===== src/rtl/sisc_pkg.sv =====
// Constants shared by the SISC fetch unit and the core decoder.
package sisc_pkg;

    localparam logic [3:0] OP_NOP  = 4'h0;
    localparam logic [3:0] OP_ALU  = 4'h8;
    localparam logic [3:0] OP_HALT = 4'hF;

    // Opcode field position inside the 32-bit instruction word.
    localparam int OPC_MSB = 31;
    localparam int OPC_LSB = 28;

    typedef enum logic [1:0] {
        ST_IDLE  = 2'd0,
        ST_REQ   = 2'd1,
        ST_VALID = 2'd2,
        ST_HALT  = 2'd3
    } fetch_state_e;

    function automatic logic [3:0] opcode_of(input logic [31:0] word);
        return word[OPC_MSB:OPC_LSB];
    endfunction

endpackage


===== src/rtl/sisc_ifetch_if.sv =====
// Signal bundle between the fetch unit, the instruction memory and the control unit.
//
// Handshakes:
//   imem_rd/imem_ack : imem_rd is raised with imem_addr and both are held stable
//                      until the cycle in which imem_ack=1; imem_data is valid in
//                      that cycle only. imem_ack with imem_rd=0 carries no meaning.
//   ir_valid/ir_take : ir is held with ir_valid=1 until the control unit asserts
//                      ir_take; the word is consumed on that edge. ir_take with
//                      ir_valid=0 carries no meaning.
interface sisc_ifetch_if #(
    parameter int ADDR_W = 16
);
    import sisc_pkg::*;

    logic              fetch_en;
    logic              ir_take;
    logic              br_load;
    logic              br_rel;
    logic [ADDR_W-1:0] br_addr;
    logic              imem_rd;
    logic [ADDR_W-1:0] imem_addr;
    logic              imem_ack;
    logic [31:0]       imem_data;
    logic [31:0]       ir;
    logic              ir_valid;
    logic [ADDR_W-1:0] pc;
    logic              halted;
    fetch_state_e      state;

    // Fetch-unit side.
    modport master (
        input  fetch_en, ir_take, br_load, br_rel, br_addr, imem_ack, imem_data,
        output imem_rd, imem_addr, ir, ir_valid, pc, halted, state
    );

    // Memory / control-unit side.
    modport slave (
        output fetch_en, ir_take, br_load, br_rel, br_addr, imem_ack, imem_data,
        input  imem_rd, imem_addr, ir, ir_valid, pc, halted, state
    );

endinterface


===== src/rtl/sisc_pc.sv =====
// Program counter: increment, absolute load or PC-relative load, wrapping at ADDR_W bits.
module sisc_pc #(
    parameter int                ADDR_W   = 16,
    parameter logic [ADDR_W-1:0] RESET_PC = '0
) (
    input  logic              clk,
    input  logic              rst_f,
    input  logic              inc,
    input  logic              load,
    input  logic              rel,
    input  logic [ADDR_W-1:0] operand,
    output logic [ADDR_W-1:0] pc,
    output logic [ADDR_W-1:0] target
);

    // Same-width add: the offset's sign extension is implicit and the sum wraps.
    assign target = rel ? (pc + operand) : operand;

    // Load has priority over increment.
    always_ff @(posedge clk or negedge rst_f) begin
        if (!rst_f) begin
            pc <= RESET_PC;
        end else if (load) begin
            pc <= target;
        end else if (inc) begin
            pc <= pc + 1'b1;
        end
    end

endmodule


===== src/rtl/sisc_ifetch.sv =====
// Instruction fetch front end: owns the PC, reads IMEM over rd/ack, holds the word in IR.
module sisc_ifetch
    import sisc_pkg::*;
#(
    parameter int                ADDR_W   = 16,
    parameter logic [ADDR_W-1:0] RESET_PC = '0
) (
    input logic           clk,
    input logic           rst_f,
    sisc_ifetch_if.master bus
);

    fetch_state_e      state, state_n;
    logic [31:0]       ir_q, ir_n;
    logic              irv_q, irv_n;
    logic              rd_q, rd_n;
    logic [ADDR_W-1:0] addr_q, addr_n;
    logic              halted_q, halted_n;
    logic              pend_q, pend_n;
    logic [ADDR_W-1:0] tgt_q, tgt_n;

    logic              pc_inc, pc_load, pc_rel, use_pend;
    logic [ADDR_W-1:0] pc_opnd, pc_q, pc_tgt;

    // A latched redirect is applied only when no fresh branch arrives with the ACK.
    assign use_pend = pend_q && !bus.br_load;
    assign pc_rel   = use_pend ? 1'b0 : bus.br_rel;
    assign pc_opnd  = use_pend ? tgt_q : bus.br_addr;

    sisc_pc #(
        .ADDR_W   (ADDR_W),
        .RESET_PC (RESET_PC)
    ) u_pc (
        .clk     (clk),
        .rst_f   (rst_f),
        .inc     (pc_inc),
        .load    (pc_load),
        .rel     (pc_rel),
        .operand (pc_opnd),
        .pc      (pc_q),
        .target  (pc_tgt)
    );

    assign bus.ir        = ir_q;
    assign bus.ir_valid  = irv_q;
    assign bus.imem_rd   = rd_q;
    assign bus.imem_addr = addr_q;
    assign bus.pc        = pc_q;
    assign bus.halted    = halted_q;
    assign bus.state     = state;

    // FSM state register.
    always_ff @(posedge clk or negedge rst_f) begin
        if (!rst_f) state <= ST_IDLE;
        else        state <= state_n;
    end

    // Next-state, register updates and PC controls.
    always_comb begin
        state_n  = state;
        ir_n     = ir_q;
        irv_n    = irv_q;
        rd_n     = rd_q;
        addr_n   = addr_q;
        halted_n = halted_q;
        pend_n   = pend_q;
        tgt_n    = tgt_q;
        pc_inc   = 1'b0;
        pc_load  = 1'b0;
        unique case (state)
            ST_IDLE: begin
                pc_load = bus.br_load;
                if (bus.fetch_en && !halted_q) begin
                    state_n = ST_REQ;
                    rd_n    = 1'b1;
                    addr_n  = bus.br_load ? pc_tgt : pc_q;
                end
            end
            ST_REQ: begin
                if (!rd_q) begin
                    // One-cycle gap after a squashed fetch: reissue at the (possibly new) PC.
                    pc_load = bus.br_load;
                    rd_n    = 1'b1;
                    addr_n  = bus.br_load ? pc_tgt : pc_q;
                end else if (bus.imem_ack) begin
                    rd_n = 1'b0;
                    if (bus.br_load || pend_q) begin
                        pc_load = 1'b1;
                        pend_n  = 1'b0;
                    end else begin
                        ir_n    = bus.imem_data;
                        irv_n   = 1'b1;
                        pc_inc  = 1'b1;
                        state_n = ST_VALID;
                    end
                end else if (bus.br_load) begin
                    pend_n = 1'b1;
                    tgt_n  = pc_tgt;
                end
            end
            ST_VALID: begin
                pc_load = bus.br_load;
                if (bus.ir_take) begin
                    irv_n = 1'b0;
                    if (opcode_of(ir_q) == OP_HALT) begin
                        state_n  = ST_HALT;
                        halted_n = 1'b1;
                    end else if (bus.fetch_en) begin
                        state_n = ST_REQ;
                        rd_n    = 1'b1;
                        addr_n  = bus.br_load ? pc_tgt : pc_q;
                    end else begin
                        state_n = ST_IDLE;
                    end
                end
            end
            ST_HALT: begin
                state_n = ST_HALT;
            end
        endcase
    end

    // Datapath registers: IR, memory request, halt flag and pending redirect.
    always_ff @(posedge clk or negedge rst_f) begin
        if (!rst_f) begin
            ir_q     <= 32'h0;
            irv_q    <= 1'b0;
            rd_q     <= 1'b0;
            addr_q   <= '0;
            halted_q <= 1'b0;
            pend_q   <= 1'b0;
            tgt_q    <= '0;
        end else begin
            ir_q     <= ir_n;
            irv_q    <= irv_n;
            rd_q     <= rd_n;
            addr_q   <= addr_n;
            halted_q <= halted_n;
            pend_q   <= pend_n;
            tgt_q    <= tgt_n;
        end
    end

endmodule


===== src/flat_wrapper.sv =====
// flat-port wrapper written by rule: the top's interface ports become plain ports
module sisc_ifetch_flat import sisc_pkg::*;
#(
    parameter int                ADDR_W   = 16,
    parameter logic [ADDR_W-1:0] RESET_PC = '0
)
  (clk, rst_f, bus_fetch_en, bus_ir_take, bus_br_load, bus_br_rel, bus_br_addr, bus_imem_ack, bus_imem_data, bus_imem_rd, bus_imem_addr, bus_ir, bus_ir_valid, bus_pc, bus_halted, bus_state);
  sisc_ifetch_if #(.ADDR_W(ADDR_W)) bus_i ();
  input logic clk;
  input logic rst_f;
  input wire logic [$bits(bus_i.fetch_en)-1:0] bus_fetch_en;
  input wire logic [$bits(bus_i.ir_take)-1:0] bus_ir_take;
  input wire logic [$bits(bus_i.br_load)-1:0] bus_br_load;
  input wire logic [$bits(bus_i.br_rel)-1:0] bus_br_rel;
  input wire logic [$bits(bus_i.br_addr)-1:0] bus_br_addr;
  input wire logic [$bits(bus_i.imem_ack)-1:0] bus_imem_ack;
  input wire logic [$bits(bus_i.imem_data)-1:0] bus_imem_data;
  output wire logic [$bits(bus_i.imem_rd)-1:0] bus_imem_rd;
  output wire logic [$bits(bus_i.imem_addr)-1:0] bus_imem_addr;
  output wire logic [$bits(bus_i.ir)-1:0] bus_ir;
  output wire logic [$bits(bus_i.ir_valid)-1:0] bus_ir_valid;
  output wire logic [$bits(bus_i.pc)-1:0] bus_pc;
  output wire logic [$bits(bus_i.halted)-1:0] bus_halted;
  output wire logic [$bits(bus_i.state)-1:0] bus_state;
  assign bus_i.fetch_en = bus_fetch_en;
  assign bus_i.ir_take = bus_ir_take;
  assign bus_i.br_load = bus_br_load;
  assign bus_i.br_rel = bus_br_rel;
  assign bus_i.br_addr = bus_br_addr;
  assign bus_i.imem_ack = bus_imem_ack;
  assign bus_i.imem_data = bus_imem_data;
  assign bus_imem_rd = bus_i.imem_rd;
  assign bus_imem_addr = bus_i.imem_addr;
  assign bus_ir = bus_i.ir;
  assign bus_ir_valid = bus_i.ir_valid;
  assign bus_pc = bus_i.pc;
  assign bus_halted = bus_i.halted;
  assign bus_state = bus_i.state;
  sisc_ifetch #(.ADDR_W(ADDR_W), .RESET_PC(RESET_PC)) u_core (.clk(clk), .rst_f(rst_f), .bus(bus_i));
endmodule

===== config.mk =====
export PLATFORM = sky130hd
export DESIGN_NAME = sisc_ifetch_flat
export DESIGN_NICKNAME = d
export VERILOG_FILES = /design/src/rtl/sisc_pkg.sv /design/src/rtl/sisc_ifetch_if.sv /design/src/rtl/sisc_pc.sv /design/src/rtl/sisc_ifetch.sv /design/src/flat_wrapper.sv
export SDC_FILE = /design/constraint.sdc
export NUM_CORES = 1
export LEC_CHECK = 0
export ABC_AREA = 1
export ABC_CLOCK_PERIOD_IN_PS = 2400
export BUFFER_PORTS_ARGS = -buffer_cell sky130_fd_sc_hd__buf_4
export CAP_MARGIN = 25
export CORE_MARGIN = 2
export CORE_UTILIZATION = 51
export CTS_BUF_LIST = sky130_fd_sc_hd__clkbuf_4 sky130_fd_sc_hd__clkbuf_8
export DETAILED_ROUTE_END_ITERATION = 6
export PLACE_DENSITY = 0.79
export SLEW_MARGIN = 20
export SYNTH_ARGS = -nofsm -noshare
export SYNTH_HDL_FRONTEND = slang
export SYNTH_SLANG_ARGS = --single-unit

===== constraint.sdc =====
create_clock -name clk -period 2.4 [get_ports clk]
set_input_delay 0.36 -clock clk [delete_from_list [all_inputs] [get_ports clk]]
set_output_delay 0.36 -clock clk [all_outputs]
set_load 0.03 [all_outputs]

==> results of run 1 <==
[Yosys cell counts (all sizes together) (4+ instances only)]
cell type / instances
nand2: 315
dfrtp: 86
inv: 82
nand3: 55
nor2: 46
o21ai: 46
buf: 23
ha: 18
a21oi: 17
xor2: 11
nor3: 9
o21a: 7
nand4: 6
a31oi: 5
or2: 5
a22oi: 4
[logic make-up after synthesis]
kind of cell,share of synthesized area [%]
AND/OR/NAND/NOR,34.07
buffers and inverters,8.836
AO/OA/AOI/OAI,10.29
flip-flops,39.79
adder cells (fa/ha/maj),4.534
XOR/XNOR,2.267
multiplexers,0.2082
[cells in the final DEF, fill, tap and decap left out, types with 4 or more instances in the layout]
master    count
a31oi_1       5
nand2_2      21
clkbuf_8      9
a21oi_2       5
nand3_1      43
ha_1          4
dfrtp_1      86
nand4_1       6
nor3_1        6
inv_2         7
o21a_1        7
a21oi_1      12
nand3_2      10
nor2_1       32
nor2_4        6
a22oi_1       4
o21ai_0      19
o21ai_1      23
buf_4       178
ha_4         13
nor2_2        7
xor2_1       11
inv_1        72
nand2_1     293
[flip-flops by register name (all words and copies together), names as in the netlist]
signal and count:
u_core.bus.halted 1, u_core.bus.state 2, u_core.bus.imem_rd 1, u_core.bus.ir 32, u_core.tgt_q 16, u_core.u_pc.pc 16
u_core.bus.ir_valid 1, u_core.bus.imem_addr 16, u_core.pend_q 1
[worst register-to-register path, delay by kind of cell (launching register included)]
kind,cells,cell delay [ns]
AOI/OAI and AO/OA,1,0.13
adders and majority gates,2,0.57
DFF,1,0.43
and+or+nand+nor,11,0.93
buffers and inverters,3,0.17
[per-layer routing]
layer	GRT usage (%)	up-vias	part of all wire [%]
met5	0	-	0
met2	48.27	294	50
met3	4.438	66	6.5
met1	37.95	2769	39
met4	13.82	0	4.5
li1	-	2737	-
[through the flow]
stage	cells	utilization, %	power, W	hold WS (ns)
2_1_floorplan	759	-	0.006963	0.06441
3_3_place_gp	1046	65.41	0.009226	0.2872
3_5_place_dp	1046	65.41	0.009404	0.2943
4_1_cts	1063	67.75	0.01058	0.1558
5_1_grt	1067	71.52	0.01217	0.1500
6_report	1067	71.52	0.01136	0.1666
[what timing repair did]
action	CTS	global route
pin swaps	1	18
hold buffers	1	0
hold endpoints to repair	23	0
setup buffers	0	4
setup endpoints to repair	2	35
gates resized for setup	4	75
[power by group through the flow]
stage          combinational (W)  sequential [W]  clock, W
6_report                 0.00748         0.00277   0.00110
4_1_cts                  0.00676         0.00270   0.00112
5_1_grt                  0.00816         0.00283   0.00119
2_1_floorplan            0.00322         0.00375         0
3_5_place_dp             0.00668         0.00272         0
3_3_place_gp             0.00653         0.00270         0
[final timing paths]
path	from	endpoint
setup / recovery	u_core.pend_q	u_core.bus.imem_addr[14]
hold reg to reg	u_core.bus.ir[8]	u_core.bus.ir[8]
hold / removal	bus_ir_take	u_core.bus.ir_valid
setup reg to reg	u_core.pend_q	u_core.bus.imem_addr[14]
min in group asynchronous	rst_f	u_core.tgt_q[13]
max in group asynchronous	rst_f	u_core.bus.ir[6]
[area by class of cell]
cell class	count	area, sq um
tap	136	170.2
inverter	83	320.3
fill	790	2940
timing repair buffer	181	1386
clock inverter	7	86.33
multi-input combinational	565	3144
sequential	86	2152
clock buffer	9	123.9
==> flow_summary.yaml, run 1 <==
outcome:
  status: "finished, final reports clean"
critical_path:
  cpMostUsedCell: "nand2_1"
  cp_slowest_cell: "dfrtp_1"
  startpoint_type: "flop"
  endpoint_kind: "flop"
  path_buf_inv: 3
  regToRegSetupSlack_ns: 0.05
  max_stage_delay_ns: 0.43
  worst_ep_arrival_time_ns: 2.62
  crit_chain: "nand2_4 > nand2_1 > o21a_1 > inv_1 > ha_2 > inv_2 > fa_2 > inv_2 > nand2_2 > nand3_4 > nand2_2 > nand3_2 > nand3_2 > nand2_2 > nand2_1 > nand2_1 > nand2_1"
  path_depth: 17
  critPathTopFamily: "simple AND/OR/NAND/NOR gates"
  reg2reg_depth: 17
  worstSetupPathType: "reg -> reg"
  worstPathRequired_ns: 2.66
  crit_fanout: 5
timing:
  fin_crit_ns: 2.354
  final.setup.tns_ns: 0
  hold_viol: 0
  fin_crit_sh_pct: 98.08
  max_freq_mhz: 424.8
  worst_pin_slew_ns: 0.5532
  setup_ws_ns: 0.04620
  finClkSkew_ns: 0.01462
  rsz0062_at_grt: "yes"
  finalSetupViolations: 0
  maxSlewViolCount: 0
  maxSlewHeadroom_pct: 62.98
power:
  ir_drop_uv: 1027
  power.share.clock_pct: 9.7
  intPower_w: 0.005573
  p_leak_nw: 3.898
  p_sw_share_pct: 50.93
  combPwrFrac_pct: 65.9
  p_switching_w: 0.005785
  seq_power_share_pct: 24.4
  power_density_mw_per_mm2: 1538
die:
  die_w_microns: 107.0
  die-area_sq_mm: 0.01145
  initial_utilization_pct: 52.39
  core_sq_mm: 0.01032
  rows: 37
  die_y_microns: 107.0
  io_pins: 124
drt:
  drc: 0
  wl_per_cell_microns: 15.83
  vias: 5866
  viasPerCell: 5.498
  drtPass1Iterations: 6
  routed_wl_mm: 16.89
  ant_nets: 0
  detail_route.iter0.violations: 451
clock_network:
  cts_tree: "done"
  root_buffer: "clkbuf_8"
  cts.sinks: 86
  cts-buffers-inserted: 9
  ctsHtreeMaxLevel: 3
  clk_path_buf_depth: 2
  path_clk_slew_ns: 0.10
  clk_latency_ns: 0.37
placed_design:
  hpwl_mm: 12.17
  port_buffers: 123
  gp_congestion: 1.020
  dp_slack_ns: -0.09119
  dpl_cell_area_sq_mm: 0.006753
hold_path:
  hold_path.class: "in -> reg"
  hold_depth: 2
synthesis:
  syn-instance-count: 759
  synthFlopType: "dfrtp_1"
  synth_area_sq_mm: 0.005409
  yosys.cell_types.count: 46
  syn_nets: 833
  yosysTopAreaCellShare_pct: 39.79
  yosys.area.top_type: "dfrtp_1"
  yosysSeqAreaShare_pct: 39.79
  synth_area_leaders: "dfrtp_1, nand2_1, inv_1, nand3_1, ha_1"
  ys_ff_latch: 86
  synth_edf_count: 0
  async_reset_ff_share_pct: 100.0
  synth_area_per_cell_sq_um: 7.126
  yosys_warnings: 0
global_route:
  overflow: 0
  antenna_found_initial: 0
  grt_start_max_net_pins: 39
  grt_pass1_wl_mm: 26.25
  grt_usage_pct: 29.28
  grt_pass1_vias: 5575
layout:
  drive_gt1_share_pct: 31.04
  final_nets: 1000
  fin_area_sq_mm: 0.007383
  antenna_cells: 0
  syn_to_final_growth_pct: 36.50
run:
  drv_cap: 0
No activity file was read; power rests on OpenSTA's default activity.
==> inputs of run 2 (changes only) <==
--- a/config.mk
+++ b/config.mk
@@ -12,9 +12,10 @@
 export CORE_MARGIN = 2
 export CORE_UTILIZATION = 51
 export CTS_BUF_LIST = sky130_fd_sc_hd__clkbuf_4 sky130_fd_sc_hd__clkbuf_8
+export CTS_CLUSTER_SIZE = 30
 export DETAILED_ROUTE_END_ITERATION = 6
 export PLACE_DENSITY = 0.79
-export SLEW_MARGIN = 20
+export SLEW_MARGIN = 40
 export SYNTH_ARGS = -nofsm -noshare
 export SYNTH_HDL_FRONTEND = slang
 export SYNTH_SLANG_ARGS = --single-unit
==> constraint.sdc (replaced) <==
create_clock -name clk -period 2.4 [get_ports clk]
set_input_delay 0.36 -clock clk [delete_from_list [all_inputs] [get_ports clk]]
set_output_delay 0.36 -clock clk [all_outputs]
set_load 0.1 [all_outputs]
==> run 2 against run 1 <==
  * Worst hold slack worse by 0.16 ns
  * Critical endpoint is now u_core.bus.imem_addr[12]
  * Final cell count is 2.4% lower
  * First-iteration DRC count is 34% higher
  * Design area shrank 2.7%
  * Critical path type unchanged
  * Global-route usage fell by 0.93 points
==> flow_summary.yaml, run 2 (synthesis results as in run 1) <==
die:
  die_w_microns: 107.0
  initial_utilization_pct: 52.39
  die-area_sq_mm: 0.01145
  die_y_microns: 107.0
  core_sq_mm: 0.01032
  rows: 37
  io_pins: 124
layout:
  final_util_pct: 69.59
  syn_to_final_growth_pct: 32.82
  multiInputGateArea_sq_mm: 0.003128
  nFillCells: 827
  mostFrequentLayoutCell: "nand2_1"
  fin_area_sq_mm: 0.007184
  final_nets: 974
  seqCellArea_sq_mm: 0.002155
  layout_common_cells: "nand2_1, buf_4, dfrtp_1, inv_1, nand3_1"
  antenna_cells: 0
  drive_gt1_share_pct: 29.61
  largest_register_ffs: 32
critical_path:
  crit_fanout: 11
  max_stage_delay_ns: 0.42
  r2r_start: "u_core.pend_q"
  reg2reg_depth: 16
  cp_slowest_cell: "dfrtp_1"
  cpMostUsedCell: "nand2_1"
  startpoint_type: "flop"
  worstSetupPathType: "reg -> reg"
  path_buf_inv: 2
  endpoint_kind: "flop"
  crit_chain: "nand2_4 > buf_12 > nand2_1 > nand2_1 > ha_4 > nand2_1 > inv_1 > nand2_1 > nor2_1 > nand2_2 > nand4_1 > nand3_2 > nand2_2 > nand2_1 > nand2_1 > nand2_1"
  regToRegSetupSlack_ns: 0.04
  critPathTopFamily: "simple AND/OR/NAND/NOR gates"
  worstPathRequired_ns: 2.66
  worst_ep_arrival_time_ns: 2.62
  reg2reg_to: "u_core.bus.imem_addr[12]"
global_route:
  grt_start_max_net_pins: 45
  antenna_found_initial: 0
  grt_pass1_vias: 5441
  grt_usage_pct: 28.35
  overflow: 0
  grt_pass1_wl_mm: 25.59
placed_design:
  port_buffers: 123
  hpwl_mm: 11.91
  dpl_cell_area_sq_mm: 0.006580
  gp_congestion: 0.9507
drt:
  detail_route.iter0.violations: 605
  wl_per_cell_microns: 16.13
  vias: 5681
  viasPerCell: 5.457
  routed_wl_mm: 16.79
  ant_nets: 0
  drtPass1Iterations: 5
  drc: 0
timing:
  fin_crit_ns: 2.360
  hold_viol: 0
  max_freq_mhz: 423.7
  rsz0062_at_grt: "yes"
  finClkSkew_ns: 0.01805
  finalSetupViolations: 0
  maxSlewViolCount: 0
  maxSlewHeadroom_pct: 57.53
  fin_crit_sh_pct: 98.34
  worst_pin_slew_ns: 0.6370
hold_path:
  hold_path.class: "in -> async"
clock_network:
  cts-buffers-inserted: 9
  cts_hold_buf: 0
  cts_tree: "done"
  root_buffer: "clkbuf_8"
  clk_latency_ns: 0.37
  cts.sinks: 86
  path_clk_slew_ns: 0.10
  ctsHtreeMaxLevel: 3
  clk_path_buf_depth: 2
outcome:
  status: "finished, final reports clean"
run:
  drv_cap: 0
==> run 2: cell count changes in the layout (fill, tap and decap cells not counted), sizes merged <==
cell         delta
inv             -3
dlygate4sd3     -1
clkinvlp        +1
buf            -26
clkbuf          +2
clkinv          +1
==> run 2: area by class of cell <==
| class | instances | share of cell area [%] |
|---|---|---|
| Inverter | 83 | 4.458 |
| Tap cell | 136 | 2.369 |
| Clock inverter | 6 | 0.9404 |
| Sequential cell | 86 | 29.99 |
| Timing Repair Buffer | 155 | 16.79 |
| Multi-Input combinational cell | 565 | 43.54 |
| Clock buffer | 10 | 1.916 |
==> run 2: worst max-delay path by stage <==
stage	from	end	cells past startpoint
after floorplan	bus_br_load	u_core.bus.imem_addr[4]	15
after global placement	bus_br_load	u_core.bus.imem_addr[4]	14
after detailed placement	bus_br_load	u_core.bus.imem_addr[4]	14
after CTS	u_core.pend_q	u_core.bus.imem_addr[4]	12
after global routing	u_core.pend_q	u_core.bus.imem_addr[12]	16
final	u_core.pend_q	u_core.bus.imem_addr[12]	16
==> run 2: what timing repair did <==
item	CTS	global route
buffers inserted	1	2
pin swaps	0	17
setup endpoints to repair	3	33
gates resized for setup	2	79
gates cloned	0	1
==> run 2: per-stage QoR <==
step	hold WS, ns	TNS [ns]	cells	setup slack [ns]
after floorplan	0.06441	0	759	0.001974
after global placement	0.4145	-0.1087	1021	-0.03763
after detailed placement	0.4179	-0.5838	1021	-0.1333
after CTS	0.02508	0	1038	0.02093
after global routing	0.04280	-1.315	1041	-0.1583
final	0.01056	0	1041	0.03975
==> run 2: per-layer routing <==
metal | part of all wire (%) | vias up | global-route usage, %
met5 | 0 | - | 0
met4 | 3.4 | 0 | 10.02
met3 | 7.0 | 51 | 4.985
met2 | 51 | 267 | 50.23
met1 | 39 | 2670 | 34.67
li1 | - | 2693 | -
Power of run 2 is not shown: default switching activity piles up to over one toggle a cycle in this logic, so the estimate is an artifact.
